[src/rtl/beat_timing_sequencer_pkg.sv]
// Shared types and beat-advance rules for the hardwired controller's timing sequencer.
// Beats and phases are one-hot so each output strobe is a single register bit.
package beat_pkg;

    typedef enum logic {
        IDLE = 1'b0,
        RUN  = 1'b1
    } seq_state_t;

    typedef enum logic [2:0] {
        BEAT_W1 = 3'b001,
        BEAT_W2 = 3'b010,
        BEAT_W3 = 3'b100
    } beat_t;

    // PH_NONE is the idle encoding, so all T strobes are low outside RUN.
    typedef enum logic [2:0] {
        PH_NONE = 3'b000,
        PH_T1   = 3'b001,
        PH_T2   = 3'b010,
        PH_T3   = 3'b100
    } phase_t;

    // Beat that follows the current one at the end of its T3 cycle.
    function automatic beat_t beat_advance(beat_t beat, logic short_req, logic long_req);
        beat_t result;
        result = BEAT_W1;
        case (beat)
            BEAT_W1: begin
                if (short_req) result = BEAT_W1;
                else           result = BEAT_W2;
            end
            BEAT_W2: begin
                if (long_req) result = BEAT_W3;
                else          result = BEAT_W1;
            end
            default: result = BEAT_W1;
        endcase
        return result;
    endfunction

    // True when the beat ending now is the last beat of the instruction.
    function automatic logic instr_done(beat_t beat, logic short_req, logic long_req);
        logic result;
        result = 1'b1;
        case (beat)
            BEAT_W1: result = short_req;
            BEAT_W2: result = ~long_req;
            default: result = 1'b1;
        endcase
        return result;
    endfunction

endpackage

[src/rtl/beat_timing_sequencer_sync_edge.sv]
// Synchronizes the asynchronous start button and emits a registered one-cycle pulse
// on each synchronized rising edge.
module sync_edge #(
    parameter int SYNC_STAGES = 2
) (
    input  logic clk,
    input  logic clr,
    input  logic async_in,
    output logic rise
);

    logic [SYNC_STAGES-1:0] sync_reg;
    logic                   prev_reg;
    logic                   rise_reg;

    always_ff @(posedge clk or negedge clr) begin
        if (!clr) begin
            sync_reg <= '0;
            prev_reg <= 1'b0;
            rise_reg <= 1'b0;
        end else begin
            sync_reg <= {sync_reg[SYNC_STAGES-2:0], async_in};
            prev_reg <= sync_reg[SYNC_STAGES-1];
            // Registered so the controller sees a clean strobe straight from a flop.
            rise_reg <= sync_reg[SYNC_STAGES-1] & ~prev_reg;
        end
    end

    assign rise = rise_reg;

endmodule

[src/rtl/beat_timing_sequencer.sv]
// Beat (W1/W2/W3) and phase (T1/T2/T3) generator for the hardwired CPU controller,
// with stop/single-step halting and a completed-instruction counter.
module beat_timing_sequencer
    import beat_pkg::*;
#(
    parameter int SYNC_STAGES = 2,
    parameter int CNT_W       = 16
) (
    input  logic             clk,
    input  logic             clr,
    input  logic             qd,
    input  logic             step_mode,
    input  logic             short,
    input  logic             long,
    input  logic             stop,
    output logic             t1,
    output logic             t2,
    output logic             t3,
    output logic             w1,
    output logic             w2,
    output logic             w3,
    output logic             running,
    output logic [CNT_W-1:0] instr_cnt
);

    seq_state_t       state_reg, state_next;
    phase_t           phase_reg, phase_next;
    beat_t            beat_reg,  beat_next;
    logic [CNT_W-1:0] cnt_reg,   cnt_next;
    logic             start_pulse;
    logic             done;

    sync_edge #(
        .SYNC_STAGES(SYNC_STAGES)
    ) u_qd_sync (
        .clk     (clk),
        .clr     (clr),
        .async_in(qd),
        .rise    (start_pulse)
    );

    always_ff @(posedge clk or negedge clr) begin
        if (!clr) begin
            state_reg <= IDLE;
            phase_reg <= PH_NONE;
            beat_reg  <= BEAT_W1;
            cnt_reg   <= '0;
        end else begin
            state_reg <= state_next;
            phase_reg <= phase_next;
            beat_reg  <= beat_next;
            cnt_reg   <= cnt_next;
        end
    end

    always_comb begin
        state_next = state_reg;
        phase_next = phase_reg;
        beat_next  = beat_reg;
        cnt_next   = cnt_reg;
        done       = 1'b0;
        case (state_reg)
            IDLE: begin
                // The beat is left where it stopped; a restart resumes it from T1.
                phase_next = PH_NONE;
                if (start_pulse) begin
                    state_next = RUN;
                    phase_next = PH_T1;
                end
            end
            RUN: begin
                case (phase_reg)
                    PH_T1: phase_next = PH_T2;
                    PH_T2: phase_next = PH_T3;
                    PH_T3: begin
                        // Controller requests are only meaningful in the last phase of a beat.
                        beat_next = beat_advance(beat_reg, short, long);
                        done      = instr_done(beat_reg, short, long);
                        if (done) begin
                            cnt_next = cnt_reg + CNT_W'(1);
                        end
                        if (stop || (step_mode && done)) begin
                            state_next = IDLE;
                            phase_next = PH_NONE;
                        end else begin
                            phase_next = PH_T1;
                        end
                    end
                    default: phase_next = PH_T1;
                endcase
            end
        endcase
    end

    assign {t3, t2, t1} = phase_reg;
    assign {w3, w2, w1} = beat_reg;
    assign running      = (state_reg == RUN);
    assign instr_cnt    = cnt_reg;

endmodule

[config.mk]
export PLATFORM = sky130hd
export DESIGN_NAME = beat_timing_sequencer
export DESIGN_NICKNAME = d
export VERILOG_FILES = /design/src/rtl/beat_timing_sequencer_pkg.sv /design/src/rtl/beat_timing_sequencer_sync_edge.sv /design/src/rtl/beat_timing_sequencer.sv
export SDC_FILE = /design/constraint.sdc
export NUM_CORES = 1
export LEC_CHECK = 0
export CAP_MARGIN = 20
export CORE_ASPECT_RATIO = 1.2
export CORE_MARGIN = 8
export CORE_UTILIZATION = 53
export CTS_BUF_LIST = sky130_fd_sc_hd__clkbuf_8
export DETAILED_ROUTE_END_ITERATION = 16
export PLACE_DENSITY = 0.86
export SLEW_MARGIN = 10
export SYNTH_ARGS = -nofsm -noshare
export SYNTH_HDL_FRONTEND = slang
export SYNTH_SLANG_ARGS = --single-unit
[constraint.sdc]
create_clock -name clk -period 4.03 [get_ports clk]
set_input_delay 0.806 -clock clk [delete_from_list [all_inputs] [get_ports clk]]
set_output_delay 0.806 -clock clk [all_outputs]
set_load 0.02 [all_outputs]
==> results.txt, run 1 <==
The initial antenna violation count is 0. The root buffer cell chosen for the clock tree is sky130_fd_sc_hd__clkbuf_8. The first-pass GRT wire length is 4170 µm. After detailed routing, the number of remaining DRC violations is 0. The final antenna-violating net count came out at 0.

The number of global-route vias before repair came out at 907. The reg-to-reg startpoint is phase_reg[0]$_DFF_PN0_. The data arrival time of the worst path is 1.45 ns. Sorting the synthesized cells by area gives the leading types as sky130_fd_sc_hd__dfrtp_1 (55%), sky130_fd_sc_hd__xnor2_1 (10%), sky130_fd_sc_hd__nand4_1 (3.7%).

The fraction of registers with async set/reset came out at 1.00. By count the netlist is led by sky130_fd_sc_hd__dfrtp_1 (26), sky130_fd_sc_hd__xnor2_1 (14), sky130_fd_sc_hd__nand4_1 (7). The final count of negative-setup-slack endpoints came out at 0.

The routed layout has just over 800 vias. The flip-flop count of the largest register after layout is 16. The worst path needs ~2.3 ns of the cycle, external delays included.

The largest fanout on the critical path is 6. The per-cell routed wire length came out at ~16 µm. The most used flip-flop cell after synthesis is sky130_fd_sc_hd__dfrtp_1. The cell area that synthesis handed to floorplanning was 0.00118 mm². Setup repair after global routing left no endpoint under its margin.

Between clock sinks in the finished design, the worst skew comes to ~0.0046 ns. After clock tree synthesis, the setup repair step added 0 buffers. The final worst-path cycle share came out at 0.560. The worst-margin pin slew came out at 0.538 ns.

The total of buffers placed on input and output ports came out at 29. Max-cap violations in this run came to 0. The insertion delay of the later-clocked pin in the worst-skew pair is around 0.27 ns. For this design the top-level I/O count stands at 30. For this block, the routed nets add up to 2400 µm of wire.

The post-cts sizing count is 0. The number of synthesis warnings came out at 0. At the end of routability-driven placement, the weighted congestion stood at 0.756. In this run the core area contains 18 standard-cell rows. In this design, the largest share of critical-path delay is due to buffers and inverters.

The count of filler cells inserted in the layout came out at 150. From left edge to right edge, the die measures 59 µm. The net total in the final layout came out at 129.

The number of nets in the synthesized netlist came out at 96. The worst setup path is captured at an output pin. Clock tree synthesis inserted a total of 3 buffers. Of all cell types, the one taking the most synthesized area is sky130_fd_sc_hd__dfrtp_1. The clock net in this run drives a total of 27 sinks. The count of routing violations after the opening detailed-route iteration is 24.

The peak per-stage delay on the critical path is approximately 0.6 ns. The starting density of the core came out at 0.568. For this run, the detailed router's first-pass iteration total came to 4. The synthesized area per cell came out at 13.4 µm².

After clock tree synthesis, the clock-pin slew on the worst setup and hold paths is about 0.080 ns. The endpoint with the worst hold slack is u_qd_sync.sync_reg[1]$_DFF_PN0_. The share of the synthesized area in the top cell type is 0.553.

The die extent in y came out at 67.6 µm. The pin count of the biggest net entering global routing is 28. The growth of design area from synthesis to finish is 31.1%. The final design area excluding fillers came out at 0.00154 mm². In this run the power density over the cells is 547 mW/mm².

STA classifies the critical path startpoint as a flop. The number of flops mapped to enable cells by yosys is 0. The half-perimeter wire length after placement came out at 1730 µm. The library cell with the highest instance count after synthesis is sky130_fd_sc_hd__dfrtp_1.

The headroom to the max-slew limit is 0.639. The area of the die came out at ~0.004 mm². For this run, the register share of the synthesized area comes to 0.576. The fraction of final layout cells sized beyond drive strength 1 came out at 0.133. Traced cell by cell, the critical path runs through clkdlybuf4s50_1. The number of diodes added for antenna fixing is 0. The maximum buffer depth of the clock tree is 2. The flow ran to the end, and the final reports show no timing, DRC or antenna violations.

The cell area after placement came out at approximately 0.0015 mm². The worst register-to-register path has a setup slack of 1.97 ns. The total congestion overflow is 0. The slowest cell on the critical path is sky130_fd_sc_hd__clkdlybuf4s50_1. TritonCTS built the clock tree. Buffers inserted to repair hold after CTS numbered 0. The synthesized flop and latch total is 27. In this run the most critical hold path is launched from u_qd_sync.sync_reg[0]$_DFF_PN0_. The timing-limited maximum frequency is 0.443 GHz. The total negative setup slack is 0 ns.

The class of the tightest hold or removal check is reg -> reg. The worst register-to-register path ends at instr_cnt[15]$_DFFE_PN0P_. The multi-input logic area is 484 µm².

The hold violation count in the final report is 0. The cell count after synthesis came out at 88. The core area is 0.00207 mm². Together, buffers and inverters on the worst path number 1. The level count of the clock H-tree is 1.

The synthesized netlist contains 29 unique library cells. The path type of the worst setup path is reg -> out. Summed over all cells, the static leakage comes to between 0.6 and 0.7 nW.

VDD sags by at most ~0.00048 V. The final count of pins violating max slew is 0. The via count normalized by instance count came out at 5.38. The flip-flop and latch area is roughly 680 µm².

The worst-case reg-to-reg path depth is 4. The total routing resource utilization after global routing came out at 0.135. STA puts the critical path data required time at between 3 and 4 ns. The number of instances on the worst hold path came out at 0.
-- cell usage in the layout, fill, tap and decap left out --
master | synthesis | layout
sky130_fd_sc_hd__dfstp_2 | 1 | 1
sky130_fd_sc_hd__nor3_1 | 1 | 1
sky130_fd_sc_hd__inv_1 | 0 | 1
sky130_fd_sc_hd__nor2b_1 | 1 | 1
sky130_fd_sc_hd__or4b_1 | 1 | 1
sky130_fd_sc_hd__nand4bb_1 | 1 | 1
sky130_fd_sc_hd__nand3b_1 | 1 | 1
sky130_fd_sc_hd__nor3_4 | 1 | 1
sky130_fd_sc_hd__clkbuf_8 | 0 | 3
sky130_fd_sc_hd__a21oi_1 | 1 | 1
sky130_fd_sc_hd__xor2_1 | 1 | 1
sky130_fd_sc_hd__and4bb_4 | 1 | 1
sky130_fd_sc_hd__and4_1 | 2 | 2
sky130_fd_sc_hd__nor4_4 | 1 | 1
sky130_fd_sc_hd__and4bb_2 | 2 | 2
sky130_fd_sc_hd__nor4b_4 | 1 | 1
sky130_fd_sc_hd__dfrtp_1 | 26 | 26
sky130_fd_sc_hd__buf_4 | 0 | 1
sky130_fd_sc_hd__a21o_2 | 2 | 2
sky130_fd_sc_hd__mux2_2 | 1 | 1
sky130_fd_sc_hd__o221a_2 | 1 | 1
sky130_fd_sc_hd__and3_1 | 5 | 5
sky130_fd_sc_hd__nor2_1 | 2 | 2
sky130_fd_sc_hd__nand3_1 | 3 | 3
sky130_fd_sc_hd__clkdlybuf4s50_1 | 0 | 29
sky130_fd_sc_hd__o21ai_0 | 1 | 1
sky130_fd_sc_hd__nand2_1 | 6 | 6
sky130_fd_sc_hd__nand4_1 | 7 | 7
sky130_fd_sc_hd__xnor2_1 | 14 | 14
sky130_fd_sc_hd__ha_1 | 1 | 1
sky130_fd_sc_hd__o22a_2 | 1 | 1
-- power breakdown --
part	internal, mW	switching, mW	total, mW	leakage (nW)
clock network	0.0683	0.0784	0.147	0.0269
registers	0.324	0.0589	0.383	0.350
logic	0.165	0.149	0.314	0.260
-- worst max-delay path by stage --
stage | slack [ns] | cells past startpoint | start | to
floorplan | 2.27 | 3 | long | instr_cnt[1]$_DFFE_PN0P_
global placement | 1.72 | 5 | short | instr_cnt[15]$_DFFE_PN0P_
detailed placement | 1.68 | 5 | long | instr_cnt[15]$_DFFE_PN0P_
CTS | 1.76 | 1 | beat_reg[0]$_DFFE_PN1P_ | w1
global route | 1.73 | 1 | beat_reg[0]$_DFFE_PN1P_ | w1
finish | 1.77 | 1 | beat_reg[0]$_DFFE_PN1P_ | w1
-- cell type report --
cell class / instances / share of cell area
Multi-Input combinational cell: 59 / 0.314
Timing Repair Buffer: 30 / 0.193
Clock inverter: 1 / 0.00244
Clock buffer: 3 / 0.0268
Sequential cell: 27 / 0.439
Tap cell: 30 / 0.0244
-- logic make-up (layout without fill, tap and decap cells) --
| family | count (synthesis) | count (layout) | synth area share |
|---|---|---|---|
| XOR/XNOR | 15 | 15 | 0.112 |
| adder cells (fa/ha/maj) | 1 | 1 | 0.0106 |
| buffers and inverters | 2 | 34 | 0.0128 |
| AO/OA/AOI/OAI | 6 | 6 | 0.0415 |
| multiplexers | 1 | 1 | 0.00957 |
| AND/OR/NAND/NOR | 36 | 36 | 0.238 |
| flip-flops | 27 | 27 | 0.576 |
-- metrics by stage --
step	total power, mW	hold WS [ns]	utilization	worst slack, ns	std cells
finish	0.844	0.366	0.744	1.77	150
global route	0.892	0.373	0.744	1.73	150
CTS	0.853	0.370	0.744	1.76	150
detailed placement	0.705	0.336	0.722	1.68	146
global placement	0.691	0.338	0.722	1.72	146
floorplan	0.567	0.331	-	2.27	88
-- layer usage --
| metal | routed length, µm | track usage | vias to the layer above | part of all wire |
|---|---|---|---|---|
| li1 | - | - | 380 | - |
| met1 | 1040 | 0.147 | 407 | 0.43 |
| met2 | 1230 | 0.242 | 18 | 0.51 |
| met3 | 110 | 0.0418 | 2 | 0.046 |
| met4 | 25 | 0.0449 | 0 | 0.010 |
| met5 | 0 | 0 | - | 0 |
No activity file was read; power rests on OpenSTA's default activity.
==> run 2, diff against run 1 <==
--- a/config.mk
+++ b/config.mk
@@ -8,10 +8,10 @@
 export CAP_MARGIN = 20
 export CORE_ASPECT_RATIO = 1.2
 export CORE_MARGIN = 8
-export CORE_UTILIZATION = 53
+export CORE_UTILIZATION = 45
 export CTS_BUF_LIST = sky130_fd_sc_hd__clkbuf_8
 export DETAILED_ROUTE_END_ITERATION = 16
-export PLACE_DENSITY = 0.86
+export PLACE_DENSITY = 0.77
 export SLEW_MARGIN = 10
 export SYNTH_ARGS = -nofsm -noshare
 export SYNTH_HDL_FRONTEND = slang
==> constraint.sdc (replaced) <==
create_clock -name clk -period 2 [get_ports clk]
set_input_delay 0.4 -clock clk [delete_from_list [all_inputs] [get_ports clk]]
set_output_delay 0.4 -clock clk [all_outputs]
set_load 0.02 [all_outputs]
==> results.txt, run 2 (synthesis results as in run 1) <==
The hold violation count in the final report is 0 (unchanged). The number of non-filler instances in the completed layout came out at 155 (was 150). The kind of end point of the critical path was an output pin (unchanged). The total clock buffers created by CTS came to 3 (unchanged). The I/O pin total is 30 (unchanged). The total negative setup slack was 0 ns (unchanged). The cell-internal power was 1.13 mW (was 0.557 mW). The post-route DRC violation count came out at 0 (unchanged). The most common library cell in the layout ignoring fill and taps is sky130_fd_sc_hd__clkdlybuf4s50_1 (unchanged). The total congestion overflow came out at 0 (unchanged). The end of the worst register-to-register path is instr_cnt[9]$_DFFE_PN0P_ (was instr_cnt[15]$_DFFE_PN0P_). The post-placement cell count is 151 (was 146).

The combinational share of power came to 0.370 (was 0.372). The insertion delay of the later-clocked pin in the worst-skew pair is 0.26 ns (was 0.27 ns). The headroom to the max-slew limit came to 0.696 (was 0.639). The post-cts hold buffer count is 0 (unchanged).

The worst-margin pin slew is 0.453 ns (was 0.538 ns). The static power due to leakage is 0.644 nW (was 0.636 nW). The required time of the critical path is 1.60 ns (was 3.22 ns).

The final antenna-violating net count came out at 0 (unchanged). The number of instances on the worst hold path is 0 (unchanged). The peak per-stage delay on the critical path came out at 0.61 ns (about the same). The post-cts sizing count came out at 0 (unchanged). The worst-case reg-to-reg path depth came out at 4 (unchanged). The timing startpoint of the critical path was beat_reg[0]$_DFFE_PN1P_ (unchanged). Highest-count cells in the layout ignoring fill and taps: sky130_fd_sc_hd__clkdlybuf4s50_1 (29), sky130_fd_sc_hd__dfrtp_1 (26), sky130_fd_sc_hd__xnor2_1 (14), sky130_fd_sc_hd__nand4_1 (7), sky130_fd_sc_hd__nand2_1 (6) (unchanged). The highest ir drop seen on vdd is 0.000589 V (was 0.000484 V).

The setup slack after placement was 0.0622 ns (was 1.68 ns). The area of the die is 0.00451 mm² (was 0.00399 mm²). The level count of the clock H-tree is 1 (unchanged). The total routing resource utilization after global routing came out at 0.107 (was 0.135). The starting density of the core is 0.470 (was 0.568). The clock sink total came to 27 (unchanged). The share of total power in sequential cells came to 0.457 (was 0.454). The family with the most delay on the worst path is buffers and inverters (unchanged). The overall via count from detail_route came out at 832 (was 807). The half-perimeter wire length after placement is 1790 µm (was 1730 µm).

The pin count of the biggest net entering global routing came to 16 (was 28). The critical hold path startpoint is u_qd_sync.sync_reg[0]$_DFF_PN0_ (unchanged). The die extent in y is 72.0 µm (was 67.6 µm).

CP Cell Sequence: clkdlybuf4s50_1 (unchanged). The total of buffers placed on input and output ports came out at 29 (unchanged). Counting I/O delays and the setup requirement, the final critical path takes between 1.5 and 2 ns. The weighted congestion at the end of routability-driven global placement was 0.716 (was 0.756).

The TritonCTS clock tree is built (unchanged). The final design area excluding fillers came to 0.00156 mm² (was 0.00154 mm²). The number of global-route vias before repair is 877 (was 907). The instance count on the critical path was 1 (unchanged). Run status: complete, no violations (unchanged). The core area came out at 0.00250 mm² (was 0.00207 mm²). The slowest cell on the critical path is sky130_fd_sc_hd__clkdlybuf4s50_1 (unchanged). The growth of design area from synthesis to finish is 32.8% (was 31.1%). The cell area after placement came out at 0.00152 mm² (was 0.00150 mm²). The timing-limited maximum frequency is about 0.54 GHz. The number of diodes added for antenna fixing is 0 (unchanged). The slack of the worst reg-to-reg path came out at 0.16 ns (was 1.97 ns). The switching power total was 0.565 mW (was 0.287 mW). The setup slack of the critical path after layout was 0.145 ns (was 1.77 ns). The power density over the cells came out at 1080 mW/mm² (was 547 mW/mm²).

The clock slew seen by the registers of the worst setup and hold paths was 0.09 ns (was 0.08 ns). The maximum buffer depth of the clock tree came out at 2 (unchanged). The post-CTS setup-driven buffer insertion count is 0 (unchanged). The multi-input logic area is 484 µm² (unchanged). The count of filler cells inserted in the layout is 212 (was 150). The fraction of final layout cells sized beyond drive strength 1 came out at 0.156 (was 0.133). The row count came out at 20 (was 18). The path type of the worst setup path was reg -> out (unchanged). The class of the tightest hold or removal check is reg -> reg (unchanged). The clock network power share is 0.173 (was 0.174). The element type at the critical path start is a flop (unchanged).

The final clock skew is 0.00121 ns (was 0.00461 ns). The first-pass detailed-route iteration total was 4 (unchanged). The buffers plus inverters on the worst setup path was 1 (unchanged).

In the finished design, the share of the clock period the worst path needs comes to 0.928. The proportion of total power due to net switching came out at 0.334 (was 0.340). The total wire length is 2320 µm (was 2400 µm).

The first-pass GRT wire length came to 4070 µm (was 4170 µm). The total of max-cap violations is 0 (unchanged). The largest fanout on the critical path came to 6 (unchanged).

The initial antenna violation count is 0 (unchanged). The net total in the final layout came out at 131 (was 129). The final core utilization came out at 0.624 (was 0.744).

The via count normalized by instance count is 5.37 (was 5.38). The flip-flop and latch area was 677 µm² (unchanged). The count of routing violations after the opening detailed-route iteration is 36 (was 24).

The flip-flop count of the largest register after layout came out at 16 (unchanged). The endpoint of the worst setup timing path is w1 (unchanged). The data arrival time of the worst path came out at 1.46 ns (was 1.45 ns). The final count of negative-setup-slack endpoints came to 0 (unchanged).

The reg-to-reg startpoint is phase_reg[0]$_DFF_PN0_ (unchanged). The per-cell routed wire length came out at 14.9 µm (was 16.0 µm). The CTS root buffer was sky130_fd_sc_hd__clkbuf_8 (unchanged). Setup repair after global routing missed its margin: false (unchanged). The horizontal die dimension came out at 62.7 µm (was 59 µm). The final count of pins violating max slew came out at 0 (unchanged).
==> run 2: worst min-delay path by stage <==
| stage | slack [ns] | endpoint |
|---|---|---|
| after floorplan | 0.10 | beat_reg[1]$_DFFE_PN0P_ |
| after global placement | 0.33 | u_qd_sync.sync_reg[1]$_DFF_PN0_ |
| after detailed placement | 0.34 | u_qd_sync.sync_reg[1]$_DFF_PN0_ |
| after CTS | 0.36 | u_qd_sync.sync_reg[1]$_DFF_PN0_ |
| after global routing | 0.39 | u_qd_sync.sync_reg[1]$_DFF_PN0_ |
| final | 0.36 | u_qd_sync.sync_reg[1]$_DFF_PN0_ |
==> run 2: area by class of cell <==
type / instances / area share
clock buffers: 3 / 0.0264
clock inverters: 1 / 0.00321
multi-input cells: 59 / 0.310
flip-flops and latches: 27 / 0.433
well taps: 33 / 0.0264
repair buffers: 32 / 0.200
==> run 2: per-layer routing <==
layer	wire [µm]	global-route usage
met4	0	0.0228
met2	1110	0.180
met1	1050	0.129
met3	155	0.0385
met5	0	0
==> run 2: through the flow <==
step           hold WS (ns)  power [mW]
2_1_floorplan         0.104        1.14
3_3_place_gp          0.334        1.40
3_5_place_dp          0.340        1.42
4_1_cts               0.361        1.72
5_1_grt               0.387        1.80
6_report              0.359        1.69
==> run 2: power by group through the flow <==
stage / Clock, mW / Combinational [mW] / Sequential [mW]
after floorplan: 0 / 0.266 / 0.877
after global placement: 0 / 0.632 / 0.773
after detailed placement: 0 / 0.639 / 0.785
after CTS: 0.301 / 0.639 / 0.775
after global routing: 0.324 / 0.677 / 0.796
final: 0.293 / 0.627 / 0.773
==> run 3, diff against run 2 <==
--- a/config.mk
+++ b/config.mk
@@ -12,6 +12,7 @@
 export CTS_BUF_LIST = sky130_fd_sc_hd__clkbuf_8
 export DETAILED_ROUTE_END_ITERATION = 16
 export PLACE_DENSITY = 0.77
+export SETUP_SLACK_MARGIN = 0.15
 export SLEW_MARGIN = 10
 export SYNTH_ARGS = -nofsm -noshare
 export SYNTH_HDL_FRONTEND = slang
==> results.txt, run 3 (synthesis results as in run 1) <==
The maximum buffer depth of the clock tree is 2 (unchanged). Run status: complete, no violations (unchanged). The net total in the final layout is 131 (unchanged). The kind of end point of the critical path is an output pin (unchanged).

The required time of the critical path is 1.60 ns (about the same). The weighted congestion at the end of routability-driven global placement came out at 0.716 (unchanged). The static power due to leakage is 0.645 nW (was 0.644 nW). The timing-limited maximum frequency came out at 0.560 GHz (was 0.539 GHz). The number of global-route vias before repair is 878 (was 877).

The met3 routing resource usage after global routing is 0.0385 (unchanged). The number of instances on the worst hold path came out at 0 (unchanged). The total power consumption of the routed design is 1.70 mW (was 1.69 mW). The power density over the cells is 1080 mW/mm² (about the same). The final worst-path cycle share came to 0.892 (was 0.928). The routing layer with the top usage in global route is met2 (unchanged). The area of the die is 0.00451 mm² (unchanged). The growth of design area from synthesis to finish came out at 33.1% (was 32.8%). The data arrival time of the worst path is 1.38 ns (was 1.46 ns). The TritonCTS clock tree is built (unchanged). The instance count on the critical path came out at 1 (unchanged). The total negative setup slack was 0 ns (unchanged). The CTS root buffer is sky130_fd_sc_hd__clkbuf_8 (unchanged).

The class of the tightest hold or removal check is reg -> reg (unchanged). The buffers plus inverters on the worst setup path is 1 (unchanged). The number of diodes added for antenna fixing is 0 (unchanged). The fraction of final layout cells sized beyond drive strength 1 came out at 0.164 (was 0.156).

The insertion delay of the later-clocked pin in the worst-skew pair is 0.27 ns (was 0.26 ns). The highest ir drop seen on vdd is 0.000614 V (was 0.000589 V). The path type of the worst setup path was reg -> out (unchanged). The worst-margin pin slew is 0.448 ns (was 0.453 ns).

The most common library cell in the layout ignoring fill and taps is sky130_fd_sc_hd__clkdlybuf4s50_1 (unchanged). The via count normalized by instance count came to 5.45 (was 5.37). The horizontal die dimension is 62.7 µm (unchanged).

The timing startpoint of the critical path is beat_reg[2]$_DFFE_PN0P_ (was beat_reg[0]$_DFFE_PN1P_). The total congestion overflow is 0 (unchanged). The level count of the clock H-tree is 1 (unchanged).

The I/O pin total is 30 (unchanged). The total of buffers placed on input and output ports came out at 29 (unchanged). The critical hold path startpoint was u_qd_sync.sync_reg[0]$_DFF_PN0_ (unchanged). The largest fanout on the critical path is 6 (unchanged).

The count of routing violations after the opening detailed-route iteration is 31 (was 36). The post-placement cell count came to 151 (unchanged). The initial antenna violation count was 0 (unchanged).

The first-pass GRT wire length came out at 4060 µm (was 4070 µm). The total clock buffers created by CTS is 3 (unchanged). The worst-case reg-to-reg path depth is 3 (was 4). The total wire length is 2320 µm (about the same). The met2 track demand over resource is 0.180 (unchanged). The first-pass detailed-route iteration total came out at 4 (unchanged). The half-perimeter wire length after placement came out at 1790 µm (unchanged).

The core area came to 0.00250 mm² (unchanged). The final count of negative-setup-slack endpoints came out at 0 (unchanged). The die extent in y is 72.0 µm (unchanged).

The post-route DRC violation count is 0 (unchanged). The reg-to-reg startpoint is beat_reg[0]$_DFFE_PN1P_ (was phase_reg[0]$_DFF_PN0_). The family with the most delay on the worst path was buffers and inverters (unchanged). The final antenna-violating net count came out at 0 (unchanged). The hold violation count in the final report came to 0 (unchanged). The headroom to the max-slew limit is 0.699 (was 0.696). The per-cell routed wire length was 15.0 µm (was 14.9 µm). The overall via count from detail_route is 845 (was 832).

The flip-flop count of the largest register after layout is 16 (unchanged). The met1 layer usage reported by global route is 0.128 (was 0.129). The post-CTS setup-driven buffer insertion count was 0 (unchanged). The final clock skew came out at 0.00126 ns (was 0.00121 ns). CP Cell Sequence: clkdlybuf4s50_1 (unchanged).

The total routing resource utilization after global routing is 0.107 (about the same). The total of max-cap violations came to 0 (unchanged). The clock sink total came out at 27 (unchanged).

The row count is 20 (unchanged). The post-cts hold buffer count came out at 0 (unchanged). The pin count of the biggest net entering global routing is 16 (unchanged). The number of non-filler instances in the completed layout came out at 155 (unchanged). The shortest clock period the worst path allows after layout came out at 1.78 ns (was 1.86 ns). Setup repair after global routing missed its margin: false (unchanged). The slowest cell on the critical path is sky130_fd_sc_hd__clkdlybuf4s50_1 (unchanged). The final count of pins violating max slew is 0 (unchanged). The peak per-stage delay on the critical path came to 0.65 ns (was 0.61 ns).

The clock slew seen by the registers of the worst setup and hold paths came to 0.09 ns (about the same). The element type at the critical path start is a flop (unchanged). The starting density of the core came out at 0.470 (unchanged). Highest-count cells in the layout ignoring fill and taps: sky130_fd_sc_hd__clkdlybuf4s50_1 (28), sky130_fd_sc_hd__dfrtp_1 (26), sky130_fd_sc_hd__xnor2_1 (14), sky130_fd_sc_hd__nand4_1 (7), sky130_fd_sc_hd__nand2_1 (6) (was sky130_fd_sc_hd__clkdlybuf4s50_1 (29), sky130_fd_sc_hd__dfrtp_1 (26), sky130_fd_sc_hd__xnor2_1 (14), sky130_fd_sc_hd__nand4_1 (7), sky130_fd_sc_hd__nand2_1 (6)).
run 3: routing by layer:
layer / part of all wire / wire length (µm) / vias to the layer above
met1: 0.45 / 1050 / 426
met4: 0.0039 / 9 / 0
met2: 0.47 / 1100 / 32
met5: 0 / 0 / -
li1: - / - / 385
met3: 0.071 / 164 / 2
run 3: cell type report:
cell class                      count  area (µm²)
Fill cell                         211         937
Sequential cell                    27         677
Multi-Input combinational cell     59         489
Timing Repair Buffer               32         312
Clock buffer                        3        41.3
Tap cell                           33        41.3
Clock inverter                      1        5.00
run 3: report_power, final:
part	switching (mW)	internal (mW)	leakage, nW	total, mW
clock	0.158	0.139	0.0255	0.297
sequential	0.124	0.653	0.350	0.777
combinational	0.290	0.331	0.270	0.622
total	0.572	1.12	0.645	1.70
run 3: repair_timing:
item,in CTS,in global routing
pin swaps,1,1
endpoints found under the setup margin,2,10
gates cloned,0,0
gates resized for setup,1,1
run 3: worst paths after layout:
path	end	slack, ns
min in group asynchronous	running$_DFF_PN0_	0.44
min reg2reg	u_qd_sync.sync_reg[1]$_DFF_PN0_	0.36
max	w3	0.22
max reg2reg	instr_cnt[1]$_DFFE_PN0P_	0.29
min	u_qd_sync.sync_reg[1]$_DFF_PN0_	0.36
max in group asynchronous	beat_reg[0]$_DFFE_PN1P_	1.00
run 3: metrics by stage:
stage / setup WS (ns) / instance area (µm²) / hold slack (ns) / util
2_1_floorplan: 0.356 / 1180 / 0.104 / -
3_3_place_gp: 0.0769 / 1520 / 0.334 / 0.606
3_5_place_dp: 0.0622 / 1520 / 0.340 / 0.606
4_1_cts: 0.165 / 1560 / 0.361 / 0.624
5_1_grt: 0.153 / 1570 / 0.387 / 0.626
6_report: 0.215 / 1570 / 0.359 / 0.626
